[config.mk]
export PLATFORM = sky130hd
export DESIGN_NAME = wb_regfile
export DESIGN_NICKNAME = d
export VERILOG_FILES = /design/src/rtl/cpu_pkg.sv /design/src/rtl/wb_regfile_read_port.sv /design/src/rtl/wb_regfile.sv
export SDC_FILE = /design/constraint.sdc
export NUM_CORES = 2
export LEC_CHECK = 0
export BUFFER_PORTS_ARGS = -buffer_cell sky130_fd_sc_hd__buf_2
export CORE_AREA = 2 2 523 473
export DETAILED_ROUTE_END_ITERATION = 7
export DIE_AREA = 0 0 525 475
export SETUP_SLACK_MARGIN = 0.05
export SLEW_MARGIN = 40
export SYNTH_ARGS = -nofsm -noshare
export SYNTH_HDL_FRONTEND = slang
export SYNTH_HIERARCHICAL = 1
export SYNTH_SLANG_ARGS = --single-unit
[constraint.sdc]
create_clock -name clk -period 82 [get_ports clk]
set_input_delay 0 -clock clk [delete_from_list [all_inputs] [get_ports clk]]
set_output_delay 0 -clock clk [all_outputs]
set_load 0.01 [all_outputs]
[src/rtl/cpu_pkg.sv]
// cpu_pkg: shared widths, pipeline-register triple and bubble constant for the
// integer pipeline back end (wb_regfile and its read ports).
package cpu_pkg;

  localparam int unsigned REG_AW = 5;
  localparam int unsigned DW     = 32;

  localparam logic [DW-1:0] ZERO_WORD = '0;

  // One result in flight: destination, write enable, data.
  typedef struct packed {
    logic [REG_AW-1:0] wd;
    logic              wreg;
    logic [DW-1:0]     wdata;
  } wb_triple_t;

  // Empty pipeline slot: never commits and never matches a bypass.
  localparam wb_triple_t WB_BUBBLE = '{wd: '0, wreg: 1'b0, wdata: ZERO_WORD};

endpackage

[src/rtl/wb_regfile_read_port.sv]
// rf_read_port: combinational priority mux for one register-file read port.
// Returns the youngest in-flight result for the requested address, falling
// back to the register array.
//
// Ports:
//   re, raddr          read enable and address
//   ex_*  / mem_*      EX-stage and EX/MEM bypass sources (WB_REGFILE_FORWARD_EN only)
//   wb_*               MEM/WB bypass source (always present)
//   rf_data            register array contents at raddr
//   rdata              selected read data
//
// Build option: WB_REGFILE_FORWARD_EN compiles in the EX and MEM bypass legs.
module rf_read_port
  import cpu_pkg::*;
#(
  parameter int unsigned REG_AW = 5,
  parameter int unsigned DW     = 32
) (
  input  logic              re,
  input  logic [REG_AW-1:0] raddr,
`ifdef WB_REGFILE_FORWARD_EN
  input  logic              ex_wreg,
  input  logic [REG_AW-1:0] ex_wd,
  input  logic [DW-1:0]     ex_wdata,
  input  logic              mem_wreg,
  input  logic [REG_AW-1:0] mem_wd,
  input  logic [DW-1:0]     mem_wdata,
`endif
  input  logic              wb_wreg,
  input  logic [REG_AW-1:0] wb_wd,
  input  logic [DW-1:0]     wb_wdata,
  input  logic [DW-1:0]     rf_data,
  output logic [DW-1:0]     rdata
);

  // Priority order: disabled, r0, EX, MEM, WB, array. Youngest stage wins.
  always_comb begin
    rdata = '0;
    if (!re) begin
      rdata = '0;
    end else if (raddr == '0) begin
      rdata = '0;
`ifdef WB_REGFILE_FORWARD_EN
    end else if (ex_wreg && (ex_wd == raddr)) begin
      rdata = ex_wdata;
    end else if (mem_wreg && (mem_wd == raddr)) begin
      rdata = mem_wdata;
`endif
    end else if (wb_wreg && (wb_wd == raddr)) begin
      rdata = wb_wdata;
    end else begin
      rdata = rf_data;
    end
  end

endmodule

[src/rtl/wb_regfile.sv]
// wb_regfile: EX/MEM and MEM/WB pipeline registers, 32x32 general register
// file with writeback commit, and two bypassed decode-stage read ports.
//
// Ports:
//   clk, rst                       clock, asynchronous active-high reset
//   stall_i, flush_i               hold / bubble both pipeline registers (flush wins)
//   ex_wd_i, ex_wreg_i, ex_wdata_i EX-stage result triple
//   re1_i, raddr1_i, rdata1_o      read port 1
//   re2_i, raddr2_i, rdata2_o      read port 2
//   mem_wd_o, mem_wreg_o, mem_wdata_o  EX/MEM register contents
//   wb_wd_o,  wb_wreg_o,  wb_wdata_o   MEM/WB register contents
//
// Build option: WB_REGFILE_FORWARD_EN enables EX and MEM bypass on reads.
module wb_regfile #(
  parameter int unsigned REG_NUM = 32,
  parameter int unsigned REG_AW  = cpu_pkg::REG_AW,
  parameter int unsigned DW      = cpu_pkg::DW
) (
  input  logic              clk,
  input  logic              rst,
  input  logic              stall_i,
  input  logic              flush_i,
  input  logic [REG_AW-1:0] ex_wd_i,
  input  logic              ex_wreg_i,
  input  logic [DW-1:0]     ex_wdata_i,
  input  logic              re1_i,
  input  logic [REG_AW-1:0] raddr1_i,
  output logic [DW-1:0]     rdata1_o,
  input  logic              re2_i,
  input  logic [REG_AW-1:0] raddr2_i,
  output logic [DW-1:0]     rdata2_o,
  output logic [REG_AW-1:0] mem_wd_o,
  output logic              mem_wreg_o,
  output logic [DW-1:0]     mem_wdata_o,
  output logic [REG_AW-1:0] wb_wd_o,
  output logic              wb_wreg_o,
  output logic [DW-1:0]     wb_wdata_o
);

  import cpu_pkg::*;

  wb_triple_t    mem_q;
  wb_triple_t    wb_q;
  wb_triple_t    ex_in;
  logic [DW-1:0] regs [REG_NUM];

  assign ex_in = '{wd: ex_wd_i, wreg: ex_wreg_i, wdata: ex_wdata_i};

  // Pipeline registers: flush has priority over stall.
  always_ff @(posedge clk or posedge rst) begin
    if (rst) begin
      mem_q <= WB_BUBBLE;
      wb_q  <= WB_BUBBLE;
    end else if (flush_i) begin
      mem_q <= WB_BUBBLE;
      wb_q  <= WB_BUBBLE;
    end else if (!stall_i) begin
      mem_q <= ex_in;
      wb_q  <= mem_q;
    end
  end

  // Commit ignores stall and flush: re-writing a held WB entry is harmless,
  // and the entry leaving WB on a flush edge is architecturally retired.
  always_ff @(posedge clk or posedge rst) begin
    if (rst) begin
      for (int unsigned i = 0; i < REG_NUM; i++) begin
        regs[i] <= '0;
      end
    end else if (wb_q.wreg && (wb_q.wd != '0)) begin
      regs[wb_q.wd] <= wb_q.wdata;
    end
  end

  assign mem_wd_o    = mem_q.wd;
  assign mem_wreg_o  = mem_q.wreg;
  assign mem_wdata_o = mem_q.wdata;
  assign wb_wd_o     = wb_q.wd;
  assign wb_wreg_o   = wb_q.wreg;
  assign wb_wdata_o  = wb_q.wdata;

  rf_read_port #(
    .REG_AW (REG_AW),
    .DW     (DW)
  ) u_port1 (
    .re        (re1_i),
    .raddr     (raddr1_i),
`ifdef WB_REGFILE_FORWARD_EN
    .ex_wreg   (ex_wreg_i),
    .ex_wd     (ex_wd_i),
    .ex_wdata  (ex_wdata_i),
    .mem_wreg  (mem_q.wreg),
    .mem_wd    (mem_q.wd),
    .mem_wdata (mem_q.wdata),
`endif
    .wb_wreg   (wb_q.wreg),
    .wb_wd     (wb_q.wd),
    .wb_wdata  (wb_q.wdata),
    .rf_data   (regs[raddr1_i]),
    .rdata     (rdata1_o)
  );

  rf_read_port #(
    .REG_AW (REG_AW),
    .DW     (DW)
  ) u_port2 (
    .re        (re2_i),
    .raddr     (raddr2_i),
`ifdef WB_REGFILE_FORWARD_EN
    .ex_wreg   (ex_wreg_i),
    .ex_wd     (ex_wd_i),
    .ex_wdata  (ex_wdata_i),
    .mem_wreg  (mem_q.wreg),
    .mem_wd    (mem_q.wd),
    .mem_wdata (mem_q.wdata),
`endif
    .wb_wreg   (wb_q.wreg),
    .wb_wd     (wb_q.wd),
    .wb_wdata  (wb_q.wdata),
    .rf_data   (regs[raddr2_i]),
    .rdata     (rdata2_o)
  );

endmodule

==> metrics.cfg <==
[setup_path]
critPathSlowestCell=buf_4
end_kind=async pin
critPathArrivalTime_ns=5.40
path_cells=dlygate4sd3_1 -> buf_2 -> dlygate4sd3_1 -> clkinv_8 -> buf_12 -> buf_16 -> buf_6 -> buf_4 -> buf_6 -> buf_6
critPathKind=primary input to async pin
critPathMaxFanout=108
critPathRequiredTime_ns=82.82
startpoint_type=primary input
critPathTopFamily=buffers and inverters
path_buf_inv=10
ff2ff_setup_slack_ns=78.53
crit_top_cell=buf_6
max_stage_delay_ns=0.70

[placed_design]
gp_congestion=0.816
dp_slack_ns=77.30
port_buffers=193
dpl.hpwl_mm=122

[status]
status=finished clean

[grt]
antenna_found_initial=1
grt_max_degree=109
gr-usage-all-layers=0.169
first_global_vias=44869
grt-ovfl-total=0
grt_pass1_wl_mm=316

[timing]
period_share=0.0558
tightest_slew_ns=0.923
fmax_ghz=0.218
hold_viol_final=0
worst_slack_ns=77.42
finalMaxSlewViolations=0
tns_ns=0
grt_setup_unrepaired=false
clock_skew_ns=0.0671
period_needed_ns=4.58
maxSlewHeadroom=0.385
setup_viol=0

[synthesis]
ys_seq_elements=1100
synth.area.top_cells=dfrtp_1 (45%), mux2i_1 (18%), mux2_2 (16%)
synth.avg_cell_area_um2=11.9
synth_commonest_cells=dfrtp_1 (1100), mux2i_1 (1100), mux2_2 (843), nand2_1 (274), clkbuf_1 (235)
ys_warn_count=6
ys_types=43
syn_area_um2=60800
synth_edf_count=0
synthesis.nets=5151
async_flop_share=1.00
ys.flop_type=dfrtp_1
yosys.area.top_type_share=0.453
ys_seq_area_frac=0.453
synth_top_cell_by_area=dfrtp_1
syn_inst=5097

[routing]
drc=0
vias=44453
route.met2.wl_mm=102
wl_met3_mm=14.0
routed.top_layer=met4
firstDrtPassIters=6
post_drt_via_cell_ratio=5.25
ant_nets=0
routedWlPerCell_um=25.8
drt-initial-drc-count=4227
met1_length_mm=90.6
wl_mm=218

[cts]
htree_levels=3
cts_hold_buf=128
cts.sinks=1100
cts-root-buf=clkbuf_16
clockBufferDepth=3
cts_tree=built
postCtsResizedCells=0
cts_made_buffers=115
path_clk_slew_ns=0.07
clk-insertion-delay-late_ns=0.77
post_cts_buffers=0

[die]
fp.dieW_um=525
io_pins=194
die_y_um=475
rows=172
coreArea_um2=243000
start_util=0.250
die_area_um2=249000

[finish]
drive_gt1_frac=0.299
areaGrowthSynthToFinish_pct=14.9
postLayoutCoreUtil=0.287
nFillCells=24708
nets=5200

[pwr]
p_leak_nw=34.0
power.density_nw_per_um2=17.6
ir_drop_mv=0.0172

[worst_hold_path]
hold_path_class=primary input to flop

[flow_run]
cap_violations=0

[worst paths after layout]
path | startpoint | end | cells past startpoint
worst max register to register | wb_wreg_o | regs[41] | 4
min in group asynchronous | rst | mem_wdata_o[29] | 4
max in group clk | raddr2_i[1] | rdata2_o[7] | 14
worst min-delay path | flush_i | wb_wdata_o[18] | 3
worst max-delay path | rst | regs[73] | 10
worst min register to register | regs[1003] | regs[1003] | 0
[cells by family after synthesis]
family / share of synthesized area
and+or+nand+nor: 0.0573
xor gates and xnor gates: 0.00144
AOI/OAI and AO/OA: 0.0701
muxes: 0.372
buffers and inverters: 0.0461
DFF: 0.453
[where the power goes]
group	internal, W	total [W]	switching, W	leakage, nW
registers	0.000545	0.000549	0.00000371	15.3
logic	0.0000397	0.000123	0.0000829	16.7
clock network	0.000316	0.000555	0.000239	1.97
[state kept, by name, summed over array words and instances, names as in the netlist]
name	count
mem_wreg_o	1
mem_wdata_o	32
wb_wdata_o	32
regs	1024
mem_wd_o	5
wb_wreg_o	1
wb_wd_o	5
[cell type report]
cell class,instances,area (um2),share of cell area
multi-input cells,3468,30700,0.439
flip-flops and latches,1100,27500,0.394
well taps,3219,4030,0.0576
repair buffers,460,3640,0.0521
clock buffers,153,3260,0.0467
clock inverters,64,711,0.0102
inverters,1,16.3,0.000233
diodes,2,5.00,0.0000716
[placed cells by master (no fill, tap or decap), types with 7 or more instances in the layout]
cell / instances
buf_4: 96
mux2_2: 843
nor3_1: 65
nand2_1: 257
a31oi_1: 64
mux2_4: 120
clkinv_4: 7
nand2_2: 16
bufinv_16: 11
dfrtp_1: 1095
o21ai_1: 63
clkbuf_1: 15
buf_6: 27
nor2_1: 77
clkbuf_16: 116
buf_2: 189
a22oi_1: 192
xor2_1: 8
dlygate4sd3_1: 128
nor2_4: 14
mux2i_1: 1100
mux2_1: 29
nand3_1: 193
clkbuf_8: 24
clkinv_2: 32
a22o_1: 128
a21oi_1: 192
nand4_1: 64
buf_12: 8
[per-layer routing]
| layer | up-vias | GRT usage |
|---|---|---|
| met5 | - | 0 |
| met4 | 0 | 0.0903 |
| met3 | 521 | 0.0249 |
| met2 | 1854 | 0.277 |
| met1 | 23324 | 0.214 |
| li1 | 18754 | - |
[through the flow]
| step | power (W) | area (um2) | hold slack (ns) | std cells |
|---|---|---|---|---|
| after floorplan | 0.000632 | 60800 | 0.153 | 5097 |
| after detailed placement | 0.000675 | 64600 | 0.209 | 8119 |
| final | 0.00123 | 69900 | 0.309 | 8467 |
| after global routing | 0.00126 | 69900 | 0.348 | 8465 |
| after global placement | 0.000673 | 64300 | 0.209 | 8110 |
| after CTS | 0.00124 | 69800 | 0.266 | 8464 |
[worst reg2reg max path: stages, from the launching register on]
cell and delay (ns):
dfrtp_1 0.89, nand3b_1 0.54, nor2_4 0.77, buf_4 0.68
mux2_2 0.47
(Power assumes the default switching activity.)
